===== src/rtl/rs_dec_syndrome_gen.sv =====
// rs_dec_syndrome_gen: Horner-form GF(256) syndrome accumulator with per-codeword capture.
module rs_dec_syndrome_gen #(
    parameter int N    = 32,
    parameter int NSYM = 4,
    parameter int FCR  = 0
) (
    input  logic              i_clk,
    input  logic              i_res,
    input  logic              i_frame_sync,
    input  logic [7:0]        i_data,
    input  logic              i_data_valid,
    output logic [8*NSYM-1:0] o_syn,
    output logic              o_valid,
    output logic              o_nonzero,
    output logic              o_frame_err,
    output logic [7:0]        o_count
);
    function automatic logic [7:0] xt(input logic [7:0] a);
        return {a[6:0], 1'b0} ^ (a[7] ? 8'h1D : 8'h00);
    endfunction

    function automatic logic [7:0] gf_pow(input int e);
        logic [7:0] p;
        p = 8'h01;
        for (int k = 0; k < e; k++) p = xt(p);
        return p;
    endfunction

    // c is an elaboration-time constant, so this folds into a fixed XOR matrix
    function automatic logic [7:0] mulc(input logic [7:0] x, input logic [7:0] c);
        logic [7:0] r, p;
        r = '0;
        p = c;
        for (int b = 0; b < 8; b++) begin
            r = r ^ (x[b] ? p : 8'h00);
            p = xt(p);
        end
        return r;
    endfunction

    logic [8*NSYM-1:0] acc, nxt;
    logic [7:0]        cnt;

    genvar j;
    for (j = 0; j < NSYM; j++) begin : g_syn
        localparam logic [7:0] C = gf_pow((FCR + j) % 255);
        assign nxt[8*j +: 8] = mulc(acc[8*j +: 8], C) ^ i_data;
    end

    assign o_count = cnt;

    always_ff @(posedge i_clk) begin
        if (i_res) begin
            acc         <= '0;
            cnt         <= '0;
            o_syn       <= '0;
            o_valid     <= 1'b0;
            o_nonzero   <= 1'b0;
            o_frame_err <= 1'b0;
        end else begin
            o_valid     <= 1'b0;
            o_frame_err <= 1'b0;
            if (i_frame_sync) begin
                o_frame_err <= cnt != 8'd0;
                acc         <= i_data_valid ? {NSYM{i_data}} : '0;
                cnt         <= i_data_valid ? 8'd1 : 8'd0;
            end else if (i_data_valid) begin
                if (cnt == 8'(N - 1)) begin
                    o_syn     <= nxt;
                    o_nonzero <= |nxt;
                    o_valid   <= 1'b1;
                    acc       <= '0;
                    cnt       <= '0;
                end else begin
                    acc <= nxt;
                    cnt <= cnt + 8'd1;
                end
            end
        end
    end
endmodule

===== config.mk =====
export PLATFORM = sky130hd
export DESIGN_NAME = rs_dec_syndrome_gen
export DESIGN_NICKNAME = d
export VERILOG_FILES = /design/src/rtl/rs_dec_syndrome_gen.sv
export SDC_FILE = /design/constraint.sdc
export NUM_CORES = 1
export LEC_CHECK = 0
export ABC_AREA = 1
export CORE_MARGIN = 4
export CORE_UTILIZATION = 49
export CTS_CLUSTER_SIZE = 30
export DETAILED_ROUTE_END_ITERATION = 10
export GPL_ROUTABILITY_DRIVEN = 1
export HOLD_SLACK_MARGIN = 0.15
export PLACE_DENSITY = 0.8
export SYNTH_ARGS = -nofsm -noshare
export SYNTH_HDL_FRONTEND = slang
export SYNTH_SLANG_ARGS = --single-unit

===== constraint.sdc =====
create_clock -name i_clk -period 1.5 [get_ports i_clk]
set_clock_uncertainty 0.1 [all_clocks]
set_input_delay 0.45 -clock i_clk [delete_from_list [all_inputs] [get_ports i_clk]]
set_output_delay 0.45 -clock i_clk [all_outputs]
set_load 0.02 [all_outputs]

# ---- Yosys cells after proc, flatten, opt, wreduce, memory -nomap -nowiden
# Index checks and enable logic that the tools add are counted.
dict set report word_totals {
  input_bits 12
  register_bits 75
  word_cells 89
}
dict set report classes {
  addsub 1
  n_reduce_logical 6
  muxes 41
  eq_ne 1
  bitwise_logic 34
}
# op count
set op_table {}
lappend op_table {{$mux 32} 4}
lappend op_table {{$mux 8} 7}
lappend op_table {{$mux 6} 6}
lappend op_table {{$mux 5} 7}
lappend op_table {{$mux 7} 5}
lappend op_table {{$reduce_or 32->1} 1}
lappend op_table {{$xor 7x8->8} 4}
lappend op_table {{$xor 8x8->8} 4}
lappend op_table {{$xor 6x7->7} 4}
lappend op_table {{$xor 5x6->6} 4}
lappend op_table {{$xor 8x5->8} 3}
lappend op_table {{$xor 4x5->5} 4}
lappend op_table {{$mux 4} 4}
lappend op_table {{$xor 8x6->8} 2}
lappend op_table {{$xor 3x4->4} 3}
lappend op_table {{$mux 3} 3}
lappend op_table {{$add 8x1->8 const B} 1}
lappend op_table {{$eq 8x5->1 const B} 1}
lappend op_table {{$reduce_bool 8->1} 1}
lappend op_table {{$xor 8x7->8} 1}
lappend op_table {{$xor 2x3->3} 2}
lappend op_table {{$mux 2} 2}
lappend op_table {{$mux 1} 3}
lappend op_table {{$reduce_and 3->1} 1}
lappend op_table {{5 further kinds} 6}

# ---- Depth between registers and ports, before layout
# Gate-level depths: netlist of the first run.
dict set report logic_depth {
  word_depth 12
  ltp_mapped 12
  ltp_nobuf 12
}

# ---- Worst setup path after synthesis of the first run
# No wires, ideal clock.
dict set report synth_timing {
  path_type {register to register}
  start {register cnt[1], in the netlist o_count[1]}
  end {register o_syn[21]}
  required_time_ns 1.276
  period_less_slack_ns 1.820
  n_path_buf 2
  setup_ns 0.124
  arrival_ns 1.595
  stages_incl_launch_ff 11
  slack_ns -0.320
  cell_sequence {dfxtp_1 ha_1 nand2_2 nor2_4 nand2_4 nor2_8 nand2_4 inv_6 buf_12 buf_12 a31oi_2}
}
dict set report synth_via {
  elab_chain_cells 2
}
# item line
set synth_lines {}
lappend synth_lines {{start, declared} 42} ;# logic [7:0] cnt;
lappend synth_lines {{start signal, assigned} 66} ;# cnt <= i_data_valid ? 8'd1 : 8'd0;
lappend synth_lines {{start signal, assigned} 76} ;# cnt <= cnt + 8'd1;
lappend synth_lines {{$eq 8x5->1} 68} ;# if (cnt == 8'(N - 1)) begin
lappend synth_lines {{$reduce_and 3->1 (no line)} n/a}
lappend synth_lines {{end signal, assigned} 69} ;# o_syn <= nxt;
lappend synth_lines {{end, declared} 12} ;# output logic [8*NSYM-1:0] o_syn,
# Every way passes these cells.
# A chain may end at the register's enable or synchronous reset.

# ---- Worst setup path in the final report of the first run
dict set report layout_timing {
  start {register cnt[1], in the netlist o_count[1]}
  end {register acc[13]}
}
dict set report layout_via {
  elab_chain_cells 4
}
# item line
set layout_lines {}
lappend layout_lines {{$eq 8x5->1} 68}
lappend layout_lines {{$mux 32} 68}
lappend layout_lines {{$mux 32} 67} ;# end else if (i_data_valid) begin
lappend layout_lines {{$mux 32} 63} ;# if (i_frame_sync) begin
lappend layout_lines {{end signal, assigned} 65} ;# acc <= i_data_valid ? {NSYM{i_data}} : '0;
lappend layout_lines {{end signal, assigned} 75} ;# acc <= nxt;
lappend layout_lines {{end, declared} 41} ;# logic [8*NSYM-1:0] acc, nxt;
# Every way passes these cells. The select of a mux whose other input is x is not followed.

==> results of run 1 <==
worst reg2reg max path, cell delays in order (launching register included):
cell and delay [ns]:
dfxtp_4 0.36, ha_4 0.17, nand2_4 0.07, nor2_4 0.05, nand2_4 0.09, nor2_8 0.06, buf_6 0.12, nor2_4 0.18
buf_6 0.15, buf_12 0.12, nand2_1 0.07, a31oi_1 0.17
cell usage in the layout (no fill, tap or decap), drive strengths merged, types with 2 or more instances in the layout:
cell,netlist,final
nand2,234,234
buf,16,190
dfxtp,75,75
a31oi,59,59
inv,55,55
nor2,35,35
o21ai,30,30
nand3,15,15
clkbuf,9,12
a21oi,12,12
dlygate4sd2,0,11
or2,4,4
xor2,3,3
nor4,3,3
xnor2,2,2
clkinv,0,2
bufinv,0,2
ha,2,2
synth_stat cells (2+ instances only):
library cell,n,area (sq um)
xnor2_1,2,17.52
a31oi_1,42,262.8
ha_1,2,25.02
or2_2,3,18.77
dfxtp_1,75,1501
buf_2,9,45.04
clkbuf_1,8,30.03
nor4_1,3,18.77
o21ai_2,8,70.07
xor2_1,3,26.28
a31oi_2,17,212.7
buf_1,2,7.510
nand3_1,14,70.07
o21ai_1,20,100.1
inv_2,3,11.26
buf_6,3,33.78
nor2_4,3,33.78
o21ai_0,2,10.01
nand2_4,2,22.52
nor2_1,31,116.4
a21oi_1,12,60.06
buf_12,2,40.04
nand2_1,231,867.1
inv_1,51,191.4
layer usage:
metal  wire (microns)  share of wire (%)  GRT usage (%)  vias up
li1                 -                  -              -     2197
met1             5650                 37          36.42     2181
met2             7222                 48          51.75      292
met3             1264                8.4          5.671       74
met4              952                6.3          18.79        0
met5                0                  0              0        -
kinds of logic after synthesis:
| family | Yosys count | share of synthesized area (%) |
|---|---|---|
| XOR/XNOR | 5 | 1.127 |
| AND/OR/NAND/NOR | 292 | 30.80 |
| buffers and inverters | 80 | 9.591 |
| AO/OA/AOI/OAI | 105 | 19.22 |
| flip-flops | 75 | 38.62 |
| adder cells (fa/ha/maj) | 2 | 0.6436 |
power by group through the flow:
| stage | registers [W] | logic [W] | clock network [W] |
|---|---|---|---|
| after CTS | 0.00210 | 0.000912 | 0.00172 |
| after detailed placement | 0.00215 | 0.000866 | 0 |
| after global routing | 0.00211 | 0.00106 | 0.00181 |
| after global placement | 0.00214 | 0.000851 | 0 |
| after floorplan | 0.00213 | 0.000397 | 0 |
| final | 0.00211 | 0.000991 | 0.00172 |
per-stage QoR:
step	cell area (sq um)	util, %	hold WS, ns	TNS, ns	setup slack [ns]
3_5_place_dp	5464	70.71	0.3630	-34.56	-0.7342
5_1_grt	5962	77.15	0.4105	-19.99	-0.3523
3_3_place_gp	5464	70.71	0.3592	-32.74	-0.7174
6_report	5962	77.15	0.3745	-15.37	-0.2897
4_1_cts	5842	75.60	0.3730	-9.854	-0.1874
2_1_floorplan	3914	-	0.3720	-2.630	-0.1271
what timing repair did:
| item | 4_1_cts | 5_1_grt |
|---|---|---|
| setup buffers | 11 | 4 |
| endpoints found under the setup margin | 113 | 83 |
| hold buffers | 0 | 0 |
| gates cloned | 5 | 1 |
| resized for setup | 214 | 44 |
| pin swaps | 4 | 11 |
worst max-delay path by stage:
stage                endpoint  slack [ns]       start
CTS                 o_syn[14]       -0.19  o_count[0]
global placement    o_nonzero       -0.72   i_data[1]
detailed placement  o_nonzero       -0.73   i_data[1]
global route           acc[5]       -0.35  o_count[0]
floorplan           o_syn[21]       -0.13  o_count[0]
finish                acc[13]       -0.29  o_count[1]
layout make-up:
type | instances | area [sq um]
clock buffers | 11 | 131.4
well taps | 102 | 127.6
clock inverters | 5 | 77.57
inverters | 55 | 219.0
flip-flops and latches | 75 | 1515
multi-input cells | 404 | 2240
repair buffers | 204 | 1652
fillers | 522 | 1765
flip-flops by register name, indices dropped and copies added, names as in the netlist:
name and count:
o_frame_err 1, o_valid 1, o_nonzero 1, o_count 8
o_syn 32, acc 32
==> impl_metrics.json, run 1 <==
{
  "hp-class": "reg -> reg",
  "hold-path-endpoint": "o_syn[11]",
  "synth.avg_cell_area_sq_um": 6.954,
  "reg2reg_to": "acc[13]",
  "syn_area_sq_mm": 0.003887,
  "stdcell_count": 856,
  "die_h_microns": 97.07,
  "holdPathStages": 2,
  "swShare_pct": 29.11,
  "fp.coreArea_sq_mm": 0.007727,
  "drv_slew": 0,
  "clk-insertion-delay-late_ns": 0.36,
  "via_per_inst": 5.542,
  "antenna_cells": 0,
  "cts_buffer_depth": 2,
  "reg2regPathDepth": 11,
  "grt_pass1_vias": 4645,
  "rows": 32,
  "r2r_slack_ns": -0.29,
  "hold_violations": 0,
  "critPathLaunchType": "flop",
  "peakVddDrop_uv": 555.5,
  "cpMaxStageDelayCell": "dfxtp_4",
  "ctsRootBufferMaster": "clkbuf_8",
  "leakage_nw": 2.821,
  "max_slew.worst_pin.slew_ns": 0.3517,
  "grt_max_degree": 31,
  "grt_pass1_wl_microns": 23220,
  "slew_headroom_pct": 76.39,
  "dp_hpwl_microns": 9776,
  "finalWeightedCongestion": 1.148,
  "drt_iter0_drc": 482,
  "seqPwrFrac_pct": 43.7,
  "drive_gt1_share_pct": 38.73,
  "htreeDepth": 3,
  "crit_family": "simple AND/OR/NAND/NOR gates",
  "synth_flop_cell": "dfxtp_1",
  "end_kind": "flop",
  "rsz0062_at_grt": "true",
  "powerDensity_mw_per_mm2": 808.4,
  "antenna_found_initial": 0,
  "clkTransAtPathRegs_ns": 0.09,
  "maxCapViolations": 0,
  "port_buffers": 54,
  "outcome": "finished with violations",
  "route.detailed.drc": 0,
  "ant_nets": 0,
  "fmax_mhz": 558.8,
  "first_pass_iters": 5,
  "syn_inst": 559,
  "pwr-share-clk_pct": 35.7,
  "synth.net_count": 573,
  "ys_types": 35,
  "min_period_over_period_pct": 119.3,
  "dpl.cell_count": 822,
  "setup_violations": 75,
  "max_stage_delay_ns": 0.36,
  "synth-async-reset-ratio_pct": 0,
  "clock-sinks": 75,
  "ys_warn_count": 0,
  "cts_tree": "yes",
  "critical_path.max_fanout": 10,
  "worstPathCellList": "ha_4 -> nand2_4 -> nor2_4 -> nand2_4 -> nor2_8 -> buf_6 -> nor2_4 -> buf_6 -> buf_12 -> nand2_1 -> a31oi_1",
  "ys_ff_latch": 75,
  "fin_nets": 763,
  "start_util_pct": 50.31,
  "critPathRequiredTime_ns": 1.67,
  "die_area_sq_mm": 0.009423,
  "ios": 55,
  "grt_usage_pct": 30.85,
  "critPathArrivalTime_ns": 1.96,
  "critPathBufInv": 3,
  "drt-wirelength-per-cell_microns": 17.63,
  "violations": "setup timing",
  "crit_type": "reg -> reg",
  "crit_cells": 11,
  "switchingPower_w": 0.001403,
  "power_frac_comb_pct": 20.6,
  "ys_seq_area_share_pct": 38.62,
  "fin_total_pwr_w": 0.004820,
  "via_count": 4744,
  "syn2layout_area_growth_pct": 53.36,
  "worstHoldStart": "o_syn[11]",
  "cts_buffers": 9,
  "grt_overflow_total": 0,
  "wl_microns": 15090,
  "internal_power_w": 0.003417,
  "synth_enable_flop_cells": 0,
  "fin_ws_ns": -0.2897,
  "die_w_microns": 97.07,
  "r2r-start": "o_count[1]",
  "layout_min_cycle_time_ns": 1.790
}
No activity file was read; power rests on OpenSTA's default activity.
==> run 2: changes to the inputs <==
--- a/config.mk
+++ b/config.mk
@@ -6,13 +6,14 @@
 export NUM_CORES = 1
 export LEC_CHECK = 0
 export ABC_AREA = 1
-export CORE_MARGIN = 4
+export CORE_MARGIN = 2
 export CORE_UTILIZATION = 49
 export CTS_CLUSTER_SIZE = 30
 export DETAILED_ROUTE_END_ITERATION = 10
 export GPL_ROUTABILITY_DRIVEN = 1
 export HOLD_SLACK_MARGIN = 0.15
-export PLACE_DENSITY = 0.8
+export PLACE_DENSITY = 0.76
+export SETUP_SLACK_MARGIN = 0.1
 export SYNTH_ARGS = -nofsm -noshare
 export SYNTH_HDL_FRONTEND = slang
 export SYNTH_SLANG_ARGS = --single-unit
==> run 2 against run 1 <==
Compared with the run above:
- the run still ends with setup timing left
- flip-flop and latch count did not move
- routed wire length rose by 4.3%
- setup slack improved by 0.010 ns
- cell count rose by 1.3%
- via count rose by 3.1%
- sequential power barely moved
- global-route usage rose by 4.5 points
- sequential share of layout area fell by 0.71 points
- power rose by 2.6%
- largest power group unchanged
- die area fell by 8.1%
- clock-buffer cell count did not move
==> impl_metrics.json, run 2 (synthesis results as in run 1) <==
{
  "outcome": "finished with violations",
  "violations": "setup timing",
  "grt_overflow_total": 0,
  "endpoint": "o_syn[17]",
  "dpl.cell_count": 829,
  "ant_nets": 0,
  "die_h_microns": 93.07,
  "maxCapViolations": 0,
  "ctsRootBufferMaster": "clkbuf_8",
  "die_area_sq_mm": 0.008662,
  "final_cell_area_sq_mm": 0.006367,
  "slew_headroom_pct": 75.34,
  "peakVddDrop_uv": 758.7,
  "fin_hold_ws_ns": 0.3868,
  "holdPathStages": 2,
  "stdcell_count": 867,
  "final_cell_mix": "225 x nand2_1, 146 x buf_4, 46 x inv_1",
  "setup_violations": 76,
  "finalWeightedCongestion": 0.9680,
  "cts_buffers": 9,
  "layout_min_cycle_time_ns": 1.779,
  "max_slew.worst_pin.slew_ns": 0.3665,
  "reg2regPathDepth": 11,
  "critPathArrivalTime_ns": 1.95,
  "die_w_microns": 93.07,
  "wl_microns": 15730,
  "first_pass_iters": 8,
  "r2r-start": "o_count[0]",
  "via_count": 4893,
  "fmax_mhz": 562.0,
  "via_per_inst": 5.644,
  "syn2layout_area_growth_pct": 63.79,
  "route.detailed.drc": 0,
  "grt_pass1_vias": 4874,
  "grt_max_degree": 33,
  "hp-class": "reg -> reg",
  "antenna_cells": 0,
  "htreeDepth": 3,
  "grt_pass1_wl_microns": 23600,
  "drt-wirelength-per-cell_microns": 18.15,
  "seq_area_sq_mm": 0.001573,
  "fp.coreArea_sq_mm": 0.007687,
  "layout_commonest_cell": "nand2_1",
  "ios": 55,
  "antenna_found_initial": 0,
  "powerDensity_mw_per_mm2": 776.3,
  "leakage_nw": 2.894,
  "cts_tree": "yes",
  "multi_input_area_sq_mm": 0.002238,
  "critPathLaunchType": "flop",
  "clkTransAtPathRegs_ns": 0.08,
  "fin_nets": 774,
  "drive_gt1_share_pct": 44.58,
  "ctsHoldBuffers": 0,
  "rows": 32,
  "critical_path.max_fanout": 8,
  "drv_slew": 0,
  "start_util_pct": 50.57,
  "clock-sinks": 75,
  "num-fill-cells": 434,
  "min_period_over_period_pct": 118.6,
  "port_buffers": 54,
  "fin_tns_setup_ns": -11.28,
  "fin_ws_ns": -0.2794,
  "final_util_pct": 82.83,
  "dp_hpwl_microns": 9953,
  "crit_type": "reg -> reg",
  "drt_iter0_drc": 438,
  "hold_violations": 0,
  "r2r_slack_ns": -0.28,
  "place_area_sq_mm": 0.005580,
  "grt_usage_pct": 35.35,
  "critPathRequiredTime_ns": 1.67,
  "cts_buffer_depth": 2,
  "rsz0062_at_grt": "true",
  "reg2reg_to": "o_syn[17]",
  "clk-insertion-delay-late_ns": 0.37,
  "cp-startpoint": "o_count[0]",
  "end_kind": "flop"
}
## run 2: metal layers
layer	part of all wire (%)	routed length, microns	track usage, %	vias up
met3	9.0	1412	7.977	98
met1	35	5435	39.86	2240
met2	50	7800	61.41	334
met4	6.9	1084	19.98	0
li1	-	-	-	2221
met5	0	0	0	-
## run 2: worst max-delay path, cell delays in order (launching register included)
cell      delay, ns
dfxtp_4        0.37
ha_4           0.15
nand2_4        0.05
nor2_4         0.12
nand2_4        0.08
nor2_8         0.12
nand2_8        0.08
clkinv_8       0.08
buf_12         0.12
buf_8          0.13
o21ai_2        0.06
a31oi_1        0.20
## run 2: area by class of cell
class	count	share of cell area (%)
clock buffer	11	2.397
multi-input combinational	404	35.15
timing repair buffer	215	31.01
sequential	75	24.70
tap	102	2.004
inverter	55	3.439
clock inverter	5	1.297
## run 2: power by group
group,internal (W),switching (W)
Sequential,0.00204,0.0000612
Combinational,0.000441,0.000538
Clock,0.00104,0.000820
## run 2: worst min-delay path by stage
stage / startpoint / end / slack (ns)
after floorplan: acc[16] / acc[16] / 0.37
after global placement: o_syn[18] / o_syn[18] / 0.35
after global routing: o_syn[18] / o_syn[18] / 0.41
after detailed placement: o_syn[16] / o_syn[16] / 0.36
after CTS: o_syn[16] / o_syn[16] / 0.37
final: o_syn[10] / o_syn[10] / 0.39
## run 2: stage by stage
step / total power [W] / worst slack [ns]
global placement: 0.003008 / -0.7324
CTS: 0.004888 / -0.2397
floorplan: 0.002533 / -0.1267
detailed placement: 0.003034 / -0.7521
finish: 0.004943 / -0.2794
global route: 0.005102 / -0.3233
## run 2: what timing repair did
action / CTS / global route
buffers inserted: 19 / 3
resized for setup: 305 / 68
setup endpoints to repair: 116 / 112
pin swaps: 20 / 8
gates cloned: 2 / 1
hold endpoints to repair: 0 / 0
